### config.mk
export PLATFORM = sky130hd
export DESIGN_NAME = gfx_shift_sequencer
export DESIGN_NICKNAME = d
export VERILOG_FILES = /design/src/rtl/gfx_pkg.sv /design/src/rtl/cen_edge.sv /design/src/rtl/gfx_shift_sequencer.sv
export SDC_FILE = /design/constraint.sdc
export NUM_CORES = 1
export LEC_CHECK = 0
export BUFFER_PORTS_ARGS = -buffer_cell sky130_fd_sc_hd__buf_4
export CAP_MARGIN = 10
export CORE_MARGIN = 2
export CORE_UTILIZATION = 35
export CTS_CLUSTER_DIAMETER = 30
export DETAILED_ROUTE_END_ITERATION = 10
export SYNTH_ARGS = -nofsm -noshare
export SYNTH_HDL_FRONTEND = slang
export SYNTH_SLANG_ARGS = --single-unit
export TNS_END_PERCENT = 50
### constraint.sdc
create_clock -name clk -period 2.15 [get_ports clk]
set_clock_uncertainty 0.2 [all_clocks]
set_input_delay 0 -clock clk [delete_from_list [all_inputs] [get_ports clk]]
set_output_delay 0 -clock clk [all_outputs]
set_load 0.005 [all_outputs]
### src/rtl/gfx_pkg.sv
// Shared helpers for the graphics-path PAL-replacement blocks.
package gfx_pkg;
    localparam int PLANES_DEF = 4;
    localparam int PPW_DEF    = 4;
    localparam int WCNTW_DEF  = 6;
    localparam int PIX_W      = PLANES_DEF;
    localparam int WORD_W     = PLANES_DEF * PPW_DEF;

    // Lowest bit of plane p's slice within a ROM word.
    function automatic int slice_lo(input int p, input int ppw);
        return p * ppw;
    endfunction
endpackage

### src/rtl/cen_edge.sv
// Rising-edge detector for a clock enable; one tick per Cen rising edge.
module cen_edge (
    input  logic clk,
    input  logic Reset,
    input  logic cen,
    output logic tick
);
    logic cen_q;

    // Resetting to 1 stops a Cen held high through reset from ticking.
    always_ff @(posedge clk) begin
        if (Reset) cen_q <= 1'b1;
        else       cen_q <= cen;
    end

    assign tick = cen & ~cen_q;
endmodule

### src/rtl/gfx_shift_sequencer.sv
// Bit-plane pixel serialiser: loads ROM words, shifts PPW pixels out per word.
module gfx_shift_sequencer
    import gfx_pkg::*;
#(
    parameter int PLANES = PLANES_DEF,
    parameter int PPW    = PPW_DEF,
    parameter int WCNTW  = WCNTW_DEF
) (
    input  logic                  clk,
    input  logic                  Reset,
    input  logic                  Cen,
    input  logic                  active,
    input  logic                  flip,
    input  logic [PLANES*PPW-1:0] data_in,
    input  logic                  data_valid,
    output logic                  data_ack,
    output logic [PLANES-1:0]     pixel,
    output logic                  pix_en,
    output logic                  load_strobe,
    output logic                  bank_sel,
    output logic [WCNTW-1:0]      word_cnt,
    output logic                  underrun,
    input  logic                  clr_underrun
);
    localparam int CNT_W = (PPW > 2) ? $clog2(PPW) : 1;
    localparam logic [CNT_W-1:0] CNT_LAST = CNT_W'(PPW - 1);

    logic                  tick;
    logic [PLANES*PPW-1:0] sreg, sreg_shift;
    logic [CNT_W-1:0]      cnt;
    logic                  flip_q, valid_q, active_q;
    logic [PLANES-1:0]     pix_raw;
    logic                  load, underrun_set;

    cen_edge u_cen_edge (
        .clk   (clk),
        .Reset (Reset),
        .cen   (Cen),
        .tick  (tick)
    );

    for (genvar p = 0; p < PLANES; p++) begin : g_plane
        localparam int LO = slice_lo(p, PPW);
        assign sreg_shift[LO +: PPW] = flip_q ? {1'b0, sreg[LO+1 +: PPW-1]}
                                              : {sreg[LO +: PPW-1], 1'b0};
        assign pix_raw[p] = flip_q ? sreg[LO] : sreg[LO+PPW-1];
    end

    assign load         = tick & active & (cnt == CNT_LAST);
    assign underrun_set = load & ~data_valid;

    always_ff @(posedge clk) begin
        if (Reset) begin
            sreg        <= '0;
            cnt         <= CNT_LAST;
            bank_sel    <= 1'b0;
            word_cnt    <= '0;
            flip_q      <= 1'b0;
            valid_q     <= 1'b0;
            active_q    <= 1'b0;
            data_ack    <= 1'b0;
            load_strobe <= 1'b0;
        end else begin
            data_ack    <= 1'b0;
            load_strobe <= 1'b0;
            if (tick) begin
                active_q <= active;
                if (!active) begin
                    // Blanking keeps sreg; the next active tick reloads anyway.
                    cnt      <= CNT_LAST;
                    valid_q  <= 1'b0;
                    word_cnt <= '0;
                end else if (load) begin
                    cnt         <= '0;
                    bank_sel    <= ~bank_sel;
                    word_cnt    <= word_cnt + 1'b1;
                    flip_q      <= flip;
                    load_strobe <= 1'b1;
                    valid_q     <= data_valid;
                    data_ack    <= data_valid;
                    sreg        <= data_valid ? data_in : '0;
                end else begin
                    cnt  <= cnt + 1'b1;
                    sreg <= sreg_shift;
                end
            end
        end
    end

    // A new underrun outranks a clear arriving on the same clk.
    always_ff @(posedge clk) begin
        if (Reset)             underrun <= 1'b0;
        else if (underrun_set) underrun <= 1'b1;
        else if (clr_underrun) underrun <= 1'b0;
    end

    assign pix_en = valid_q & active_q;
    assign pixel  = pix_en ? pix_raw : '0;
endmodule

==> metrics.cfg, run 1 <==
[outcome]
status = complete, no violations

[pwr]
combPwrFrac = 0.120
clkPwrFrac = 0.381
share_seq_of_total_power = 0.499
finalPower_mw = 1.25
swShare = 0.238
internal_power_mw = 0.954
vdd_ir_drop_max_mv = 0.387
power.density_nw_per_um2 = 586
power_switching_mw = 0.299
p_leak_nw = 0.793

[final_layout]
final_net_count = 260
final_area_um2 = 2140
synthToLayoutAreaGrowth_pct = 39.0
drive_above_1_share = 0.208
antennaDiodeCount = 0
post-route-util = 0.498
fillers = 423
regArea_um2 = 641
multi_input_area_um2 = 808

[floorplan]
ios = 38
core_um2 = 4290
dieArea_um2 = 4940
die_width_um = 70.3
start_util = 0.358
chipHeight_um = 70.3
row_count = 24

[grt]
antenna_found_initial = 0
use_met1 = 0.223
grt_pass1_vias = 1372
grt.met3_usage = 0.0505
grt_pass1_wl_um = 6530
grt_max_degree = 33
grt_overflow = 0
grt_use_met2 = 0.246
grt.total_usage = 0.169
top_usage_layer = met2

[synthesis]
async_reset_ff_frac = 0
synth.avg_cell_area_um2 = 8.50
yosysMostFrequentCell = dfxtp_1
netlist_instances = 181
synth_common_cells = dfxtp_1 (32), nor2_1 (28), a21oi_1 (13)
netlist_top_cells_area = dfxtp_1 (42%), nor2_1 (6.8%), nor2b_1 (4.9%), a2111oi_0 (4.6%), a21oi_1 (4.2%)
synth_edf_count = 0
yosysWarnings = 0
yosys.cell_types.count = 37
syn-cell-area_um2 = 1540
synth-seq-area-share = 0.416
synthFlopType = dfxtp_1
synth_area_leader_cell = dfxtp_1
ys_seq_elements = 32
synth_top_area_frac = 0.416
synth_fp_nets = 206

[clocking]
tritoncts = built
cts_made_buffers = 5
clkTransAtPathRegs_ns = 0.06
htree_levels = 2
clock_path_buffers = 2
clock_latency_ns = 0.28
cts_sinks = 32
cts-root-buf = clkbuf_8
cts-resized-gates = 0

[critical_path]
critPathKind = reg -> reg
crit_path_end_kind = flip-flop
critPathMaxFanout = 18
cp.required_ns = 2.13
setup.worst_path.start_class = flip-flop
rr_worst_depth = 5
crit_arrival_ns = 1.95

[run]
max_cap_viol_count = 0

[min_path]
hp-class = reg -> reg
min_path_cells = 2

[sta]
hold_viol = 0
finalCritPeriodShare = 0.916
report.final.slew_viol_count = 0
setup_viol = 0
setup_tns_ns = 0
rsz0062_at_grt = no
slew-limit-headroom = 0.598
timing.hold.ws_ns = 0.296
fin_crit_ns = 1.97
fmax_mhz = 508
worst_pin_slew_ns = 0.602

[detailed_routing]
drt-total-wl_um = 4100
vias = 1555
via_per_inst = 5.40
drc = 0
dr.pass1.iters = 4
postRouteAntennaNets = 0
wl_per_cell_um = 14.3
drt_iter0_markers = 111

[placement]
gp_congestion = 0.766
port_buffers = 37
hpwl_um = 2590
postPlaceCellArea_um2 = 1830

layout make-up:
cell class              instances  share of cell area
well taps                      52              0.0304
repair buffers                 63               0.247
multi-input cells             131               0.378
inverters                       2             0.00351
flip-flops and latches         32               0.299
clock buffers                   8              0.0421
power by group through the flow:
| stage | Sequential (mW) | Clock [mW] | Combinational (mW) |
|---|---|---|---|
| floorplan | 0.633 | 0 | 0.0709 |
| global placement | 0.637 | 0 | 0.116 |
| detailed placement | 0.637 | 0 | 0.118 |
| CTS | 0.624 | 0.485 | 0.149 |
| global route | 0.626 | 0.521 | 0.164 |
| finish | 0.625 | 0.478 | 0.150 |
final timing paths:
check                              from  slack (ns)                        to
setup / recovery    cnt[0]$_SDFFE_PP1N_        0.18  word_cnt[3]$_SDFFE_PP0P_
hold reg to reg   active_q$_SDFFE_PP0N_        0.30     active_q$_SDFFE_PP0N_
setup reg to reg    cnt[0]$_SDFFE_PP1N_        0.18  word_cnt[3]$_SDFFE_PP0P_
hold / removal    active_q$_SDFFE_PP0N_        0.30     active_q$_SDFFE_PP0N_
through the flow:
stage          std cells  worst slack (ns)
6_report             288             0.180
3_5_place_dp         258             0.231
3_3_place_gp         258             0.323
4_1_cts              288             0.238
2_1_floorplan        181             0.542
5_1_grt              288            0.0112
logic make-up (layout without fill, tap and decap cells):
| group | after synthesis | in the layout | share of synthesized area |
|---|---|---|---|
| compound gates | 48 | 48 | 0.224 |
| xor+xnor | 1 | 1 | 0.00569 |
| fa+ha+maj | 2 | 2 | 0.0163 |
| buf+inv | 18 | 73 | 0.0585 |
| flops | 32 | 32 | 0.416 |
| mux | 4 | 4 | 0.0260 |
| simple gates | 76 | 76 | 0.254 |
cell usage in the layout (no fill, tap or decap), types with 8 or more instances in the layout:
cell and n:
nand3_1 10, nand2_1 9, a2111oi_0 8, a21oi_1 13, dfxtp_1 32, buf_4 41
nor2_1 28, nor4_1 8, nor2b_1 12, dlygate4sd3_1 22
flip-flops by register name, summed over array words and instances, names as in the netlist:
signal and flops:
bank_sel 1, active_q 1, load_strobe 1, sreg 16, word_cnt 6, valid_q 1
data_ack 1, flip_q 1, underrun 1, cnt 2, u_cen_edge.cen_q 1
repair_timing:
| item | 4_1_cts | 5_1_grt |
|---|---|---|
| hold endpoints to repair | 32 | 0 |
| hold buffers | 22 | 0 |
| buffers inserted | 0 | 0 |
worst max-delay path: stages (launching register included):
cell      delay, ns
dfxtp_1        0.35
ha_1           0.39
and4b_1        0.25
buf_4          0.23
a41oi_1        0.16
a311oi_1       0.28
routing by layer:
layer  part of all wire  routed length, µm
met1               0.47               1930
met2               0.45               1830
met3              0.053                217
met4              0.030                125
met5                  0                  0
Power figures use the tool's default switching activity.
==> inputs of run 2 (changes only) <==
--- a/config.mk
+++ b/config.mk
@@ -11,6 +11,7 @@
 export CORE_UTILIZATION = 35
 export CTS_CLUSTER_DIAMETER = 30
 export DETAILED_ROUTE_END_ITERATION = 10
+export REMOVE_ABC_BUFFERS = 1
 export SYNTH_ARGS = -nofsm -noshare
 export SYNTH_HDL_FRONTEND = slang
 export SYNTH_SLANG_ARGS = --single-unit
==> run 2 against run 1 <==
- global-route usage increased by 0.33 points
- sequential share of layout area about the same
- clock-buffer cell count decreased by 2
- power decreased by 3.8%
- critical path type unchanged
- largest power group unchanged
- highest routed layer unchanged
==> metrics.cfg, run 2 (synthesized netlist as in run 1, its figures left out) <==
[grt]
grt.met3_usage = 0.0289  ; was 0.0505
grt.total_usage = 0.172  ; was 0.169
grt_max_degree = 33  ; unchanged
grt_use_met2 = 0.268  ; was 0.246
grt_pass1_vias = 1429  ; was 1,372
use_met1 = 0.232  ; was 0.223
top_usage_layer = met2  ; unchanged
antenna_found_initial = 0  ; unchanged
grt_overflow = 0  ; unchanged
grt_pass1_wl_um = 6820  ; was 6530 µm

[clocking]
htree_levels = 2  ; unchanged
cts_setup_buffers = 0  ; unchanged
cts_hold_buf = 22  ; unchanged
tritoncts = built  ; unchanged
clkTransAtPathRegs_ns = 0.07  ; was 0.06 ns
cts-resized-gates = 0  ; unchanged
clock_latency_ns = 0.28  ; about the same
clock_path_buffers = 2  ; unchanged
cts_sinks = 32  ; unchanged
cts-root-buf = clkbuf_8  ; unchanged
cts_made_buffers = 5  ; unchanged

[sta]
report.final.slew_viol_count = 0  ; unchanged
setup_slack_ns = 0.220  ; was 0.180 ns
finalCritPeriodShare = 0.898  ; was 0.916
setup_viol = 0  ; unchanged
setup_tns_ns = 0  ; unchanged
rsz0062_at_grt = no  ; unchanged
worst_pin_slew_ns = 0.473  ; was 0.602 ns
fmax_mhz = 518  ; was 508 MHz
fin_crit_ns = 1.93  ; was 1.97 ns
hold_viol = 0  ; unchanged
slew-limit-headroom = 0.677  ; was 0.598

[placement]
place_ws_ns = 0.237  ; was 0.231 ns
port_buffers = 37  ; unchanged
gp_congestion = 0.742  ; was 0.766
numPlacedInstances = 260  ; was 258
postPlaceCellArea_um2 = 1840  ; was 1830 µm²
hpwl_um = 2480  ; was 2590 µm

[pwr]
p_leak_nw = 0.798  ; was 0.793 nW
finalPower_mw = 1.21  ; was 1.25 mW
power.density_nw_per_um2 = 563  ; was 586 nW/µm²
vdd_ir_drop_max_mv = 0.303  ; was 0.387 mV

[final_layout]
layout_common_cells = buf_4 (43), dfxtp_1 (32), nor2_1 (28), dlygate4sd3_1 (22), a21oi_1 (13)  ; was buf_4 (41), dfxtp_1 (32), nor2_1 (28), dlygate4sd3_1 (22), a21oi_1 (13)
final_net_count = 262  ; was 260
regArea_um2 = 641  ; unchanged
reg_top3 = sreg (16), word_cnt (6), cnt (2)  ; unchanged
final_area_um2 = 2140  ; about the same
largest_reg_flops = 16  ; unchanged
layoutNonFillerInstCount = 289  ; was 288
antennaDiodeCount = 0  ; unchanged
mostFrequentLayoutCell = buf_4  ; unchanged
top_register = sreg  ; unchanged
drive_above_1_share = 0.215  ; was 0.208
fillers = 444  ; was 423
multi_input_area_um2 = 808  ; unchanged
synthToLayoutAreaGrowth_pct = 39.2  ; was 39.0%

[outcome]
status = complete, no violations  ; unchanged

[run]
max_cap_viol_count = 0  ; unchanged

[floorplan]
dieArea_um2 = 4940  ; unchanged
core_um2 = 4290  ; unchanged
chipHeight_um = 70.3  ; unchanged
start_util = 0.358  ; unchanged
ios = 38  ; unchanged
row_count = 24  ; unchanged
die_width_um = 70.3  ; unchanged

[critical_path]
rr_worst_depth = 5  ; unchanged
cp_cell_sequence = ha_1 > and4b_1 > buf_4 > nand3_1 > a311oi_1  ; was ha_1 > and4b_1 > buf_4 > a41oi_1 > a311oi_1
worst-path-buf-inv = 1  ; unchanged
crit_path_end_kind = flip-flop  ; unchanged
cpLargestDelayFamily = adder cells  ; was compound AO/OA/AOI/OAI gates
setup.worst_path.start_class = flip-flop  ; unchanged
cp_slowest_stage_delay_ns = 0.43  ; was 0.39 ns
critPathKind = reg -> reg  ; unchanged
cp.required_ns = 2.13  ; about the same
cp.depth = 5  ; unchanged
critPathMaxFanout = 13  ; was 18
critPathSlowestCell = ha_1  ; unchanged
ff2ff_setup_slack_ns = 0.22  ; was 0.18 ns
crit_arrival_ns = 1.91  ; was 1.95 ns

[detailed_routing]
vias = 1527  ; was 1,555
drt_iter0_markers = 133  ; was 111
dr.pass1.iters = 4  ; unchanged
postRouteAntennaNets = 0  ; unchanged
drt-total-wl_um = 4000  ; was 4100 µm
wl_per_cell_um = 13.9  ; was 14.3 µm
via_per_inst = 5.28  ; was 5.40
drc = 0  ; unchanged

[min_path]
min_path_cells = 2  ; unchanged
hp-class = reg -> reg  ; unchanged

run 2: final timing paths:
kind / from / to
max: cnt[0]$_SDFFE_PP1N_ / sreg[4]$_SDFFE_PP0P_
min: valid_q$_SDFFE_PP0P_ / valid_q$_SDFFE_PP0P_
max reg2reg: cnt[0]$_SDFFE_PP1N_ / sreg[4]$_SDFFE_PP0P_
min reg2reg: valid_q$_SDFFE_PP0P_ / valid_q$_SDFFE_PP0P_
run 2: worst register-to-register path, stage by stage, from the launching register on:
cell      delay, ns
dfxtp_1        0.35
ha_1           0.43
and4b_1        0.28
buf_4          0.19
nand3_1        0.09
a311oi_1       0.29
run 2: where the power goes:
part           internal [mW]  leakage, nW  switching (mW)
Combinational         0.0846        0.497          0.0695
Sequential             0.610        0.260          0.0124
Clock                  0.220       0.0410           0.209
Total                  0.914        0.798           0.291
run 2: final cells by class:
| class | count | area share |
|---|---|---|
| clock buffer | 6 | 0.0339 |
| clock inverter | 1 | 0.00234 |
| inverter | 2 | 0.00350 |
| multi-input combinational | 131 | 0.377 |
| sequential | 32 | 0.299 |
| tap | 52 | 0.0304 |
| timing repair buffer | 65 | 0.254 |
run 2: layer usage:
layer	vias to the layer above	wire, µm
li1	784	-
met3	5	155
met1	703	1930
met5	-	0
met2	35	1860
met4	0	58
run 2: stage by stage:
| step | hold WS, ns | utilization |
|---|---|---|
| after detailed placement | 0.0454 | 0.429 |
| after global routing | 0.326 | 0.499 |
| final | 0.286 | 0.499 |
| after floorplan | -0.131 | - |
| after CTS | 0.293 | 0.499 |
| after global placement | 0.0427 | 0.429 |
==> inputs of run 3 (changes only) <==
--- a/config.mk
+++ b/config.mk
@@ -5,7 +5,7 @@
 export SDC_FILE = /design/constraint.sdc
 export NUM_CORES = 1
 export LEC_CHECK = 0
-export BUFFER_PORTS_ARGS = -buffer_cell sky130_fd_sc_hd__buf_4
+export BUFFER_PORTS_ARGS = -buffer_cell sky130_fd_sc_hd__buf_2
 export CAP_MARGIN = 10
 export CORE_MARGIN = 2
 export CORE_UTILIZATION = 35
==> run 3 against run 2 <==
- worst hold slack gained 0.0026 ns
- power is 2.6% higher
- via count increased by 0.20%
==> metrics.cfg, run 3 (synthesized netlist as in run 1, its figures left out) <==
[outcome]
status = complete, no violations  ; unchanged

[sta]
fin_crit_ns = 1.91  ; was 1.93 ns
setup_tns_ns = 0  ; unchanged
finalCritPeriodShare = 0.889  ; was 0.898
report.final.slew_viol_count = 0  ; unchanged
worst_pin_slew_ns = 0.586  ; was 0.473 ns
fmax_mhz = 523  ; was 518 MHz
rsz0062_at_grt = no  ; unchanged
hold_viol = 0  ; unchanged
slew-limit-headroom = 0.610  ; was 0.677
setup_viol = 0  ; unchanged
setup_slack_ns = 0.240  ; was 0.220 ns
timing.hold.ws_ns = 0.289  ; was 0.286 ns

[floorplan]
dieArea_um2 = 4940  ; unchanged
start_util = 0.358  ; unchanged
ios = 38  ; unchanged
core_um2 = 4290  ; unchanged
die_width_um = 70.3  ; unchanged
chipHeight_um = 70.3  ; unchanged
row_count = 24  ; unchanged

[grt]
grt_pass1_wl_um = 6630  ; was 6820 µm
top_usage_layer = met2  ; unchanged
grt_pass1_vias = 1436  ; was 1,429
grt_overflow = 0  ; unchanged
grt.met3_usage = 0.0303  ; was 0.0289
grt_max_degree = 33  ; unchanged
use_met1 = 0.231  ; was 0.232
antenna_found_initial = 0  ; unchanged
grt.total_usage = 0.168  ; was 0.172
grt_use_met2 = 0.248  ; was 0.268

[final_layout]
layout_common_cells = buf_2 (37), dfxtp_1 (32), nor2_1 (28), dlygate4sd3_1 (22), a21oi_1 (13)  ; was buf_4 (43), dfxtp_1 (32), nor2_1 (28), dlygate4sd3_1 (22), a21oi_1 (13)
post-route-util = 0.478  ; was 0.499
synthToLayoutAreaGrowth_pct = 33.5  ; was 39.2%
drive_above_1_share = 0.211  ; was 0.215
fillers = 429  ; was 444
mostFrequentLayoutCell = buf_2  ; was buf_4
largest_reg_flops = 16  ; unchanged
reg_top3 = sreg (16), word_cnt (6), cnt (2)  ; unchanged
antennaDiodeCount = 0  ; unchanged
top_register = sreg  ; unchanged
final_net_count = 261  ; was 262

[critical_path]
critPathMaxFanout = 18  ; was 13
critPathKind = reg -> reg  ; unchanged
crit_path_end_kind = flip-flop  ; unchanged
crit_start = cnt[0]$_SDFFE_PP1N_  ; unchanged
setup.worst_path.start_class = flip-flop  ; unchanged
cp.required_ns = 2.15  ; was 2.13 ns
crit_arrival_ns = 1.91  ; about the same
r2r-start = cnt[0]$_SDFFE_PP1N_  ; unchanged

[placement]
hpwl_um = 2400  ; was 2480 µm
gp_congestion = 0.746  ; was 0.742
port_buffers = 37  ; unchanged
place_ws_ns = 0.253  ; was 0.237 ns

[pwr]
finalPower_mw = 1.24  ; was 1.21 mW
vdd_ir_drop_max_mv = 0.237  ; was 0.303 mV
power.density_nw_per_um2 = 602  ; was 563 nW/µm²
p_leak_nw = 0.780  ; was 0.798 nW

[clocking]
cts_setup_buffers = 0  ; unchanged
cts-root-buf = clkbuf_8  ; unchanged
cts_sinks = 32  ; unchanged
tritoncts = built  ; unchanged
cts_hold_buf = 22  ; unchanged
clkTransAtPathRegs_ns = 0.07  ; about the same
clock_latency_ns = 0.28  ; about the same
clock_path_buffers = 2  ; unchanged
cts-resized-gates = 0  ; unchanged
htree_levels = 2  ; unchanged
cts_made_buffers = 5  ; unchanged

[detailed_routing]
drt-total-wl_um = 3900  ; was 4000 µm
dr.pass1.iters = 4  ; unchanged
vias = 1530  ; was 1,527
via_per_inst = 5.29  ; was 5.28
drt_iter0_markers = 96  ; was 133
drc = 0  ; unchanged
postRouteAntennaNets = 0  ; unchanged
wl_per_cell_um = 13.5  ; was 13.9 µm

[run]
max_cap_viol_count = 0  ; unchanged

[min_path]
hp-class = reg -> reg  ; unchanged
min_from = active_q$_SDFFE_PP0N_  ; was valid_q$_SDFFE_PP0P_

run 3: changes by cell type in the layout (fill, tap and decap cells not counted):
cell | before | now
clkbuf_1 | 1 | 2
buf_4 | 43 | 5
buf_2 | 0 | 37
clkbuf_8 | 5 | 6
clkinv_2 | 1 | 0
run 3: per-stage QoR:
stage | cells | cell area [µm²]
6_report | 289 | 2050
2_1_floorplan | 165 | 1460
4_1_cts | 289 | 2050
3_3_place_gp | 259 | 1740
5_1_grt | 289 | 2050
3_5_place_dp | 259 | 1740
run 3: worst paths after layout:
check                        endpoint  slack [ns]  cells past startpoint
max          word_cnt[4]$_SDFFE_PP0P_        0.24                      5
min             active_q$_SDFFE_PP0N_        0.29                      2
max reg2reg  word_cnt[4]$_SDFFE_PP0P_        0.24                      5
min reg2reg     active_q$_SDFFE_PP0N_        0.29                      2
run 3: area by class of cell:
| cell class | count | area [µm²] | area share |
|---|---|---|---|
| multi-input combinational | 131 | 808 | 0.393 |
| sequential | 32 | 641 | 0.312 |
| timing repair buffer | 64 | 443 | 0.216 |
| clock buffer | 8 | 90.1 | 0.0438 |
| tap | 52 | 65.1 | 0.0317 |
| inverter | 2 | 7.51 | 0.00365 |
run 3: worst max-delay path, cell delays in order (launching register included):
cell	delay, ns
dfxtp_1	0.35
ha_1	0.41
and4b_1	0.25
buf_4	0.23
a41oi_1	0.14
a311oi_1	0.24
run 3: power by group:
part           switching (mW)  internal (mW)
Sequential             0.0123          0.610
Combinational          0.0670         0.0717
Clock                   0.215          0.261
run 3: routing by layer:
metal  wire (µm)  vias up
met5           0        -
met4          85        0
met3         141        9
met2        1750       35
met1        1920      702
li1            -      784
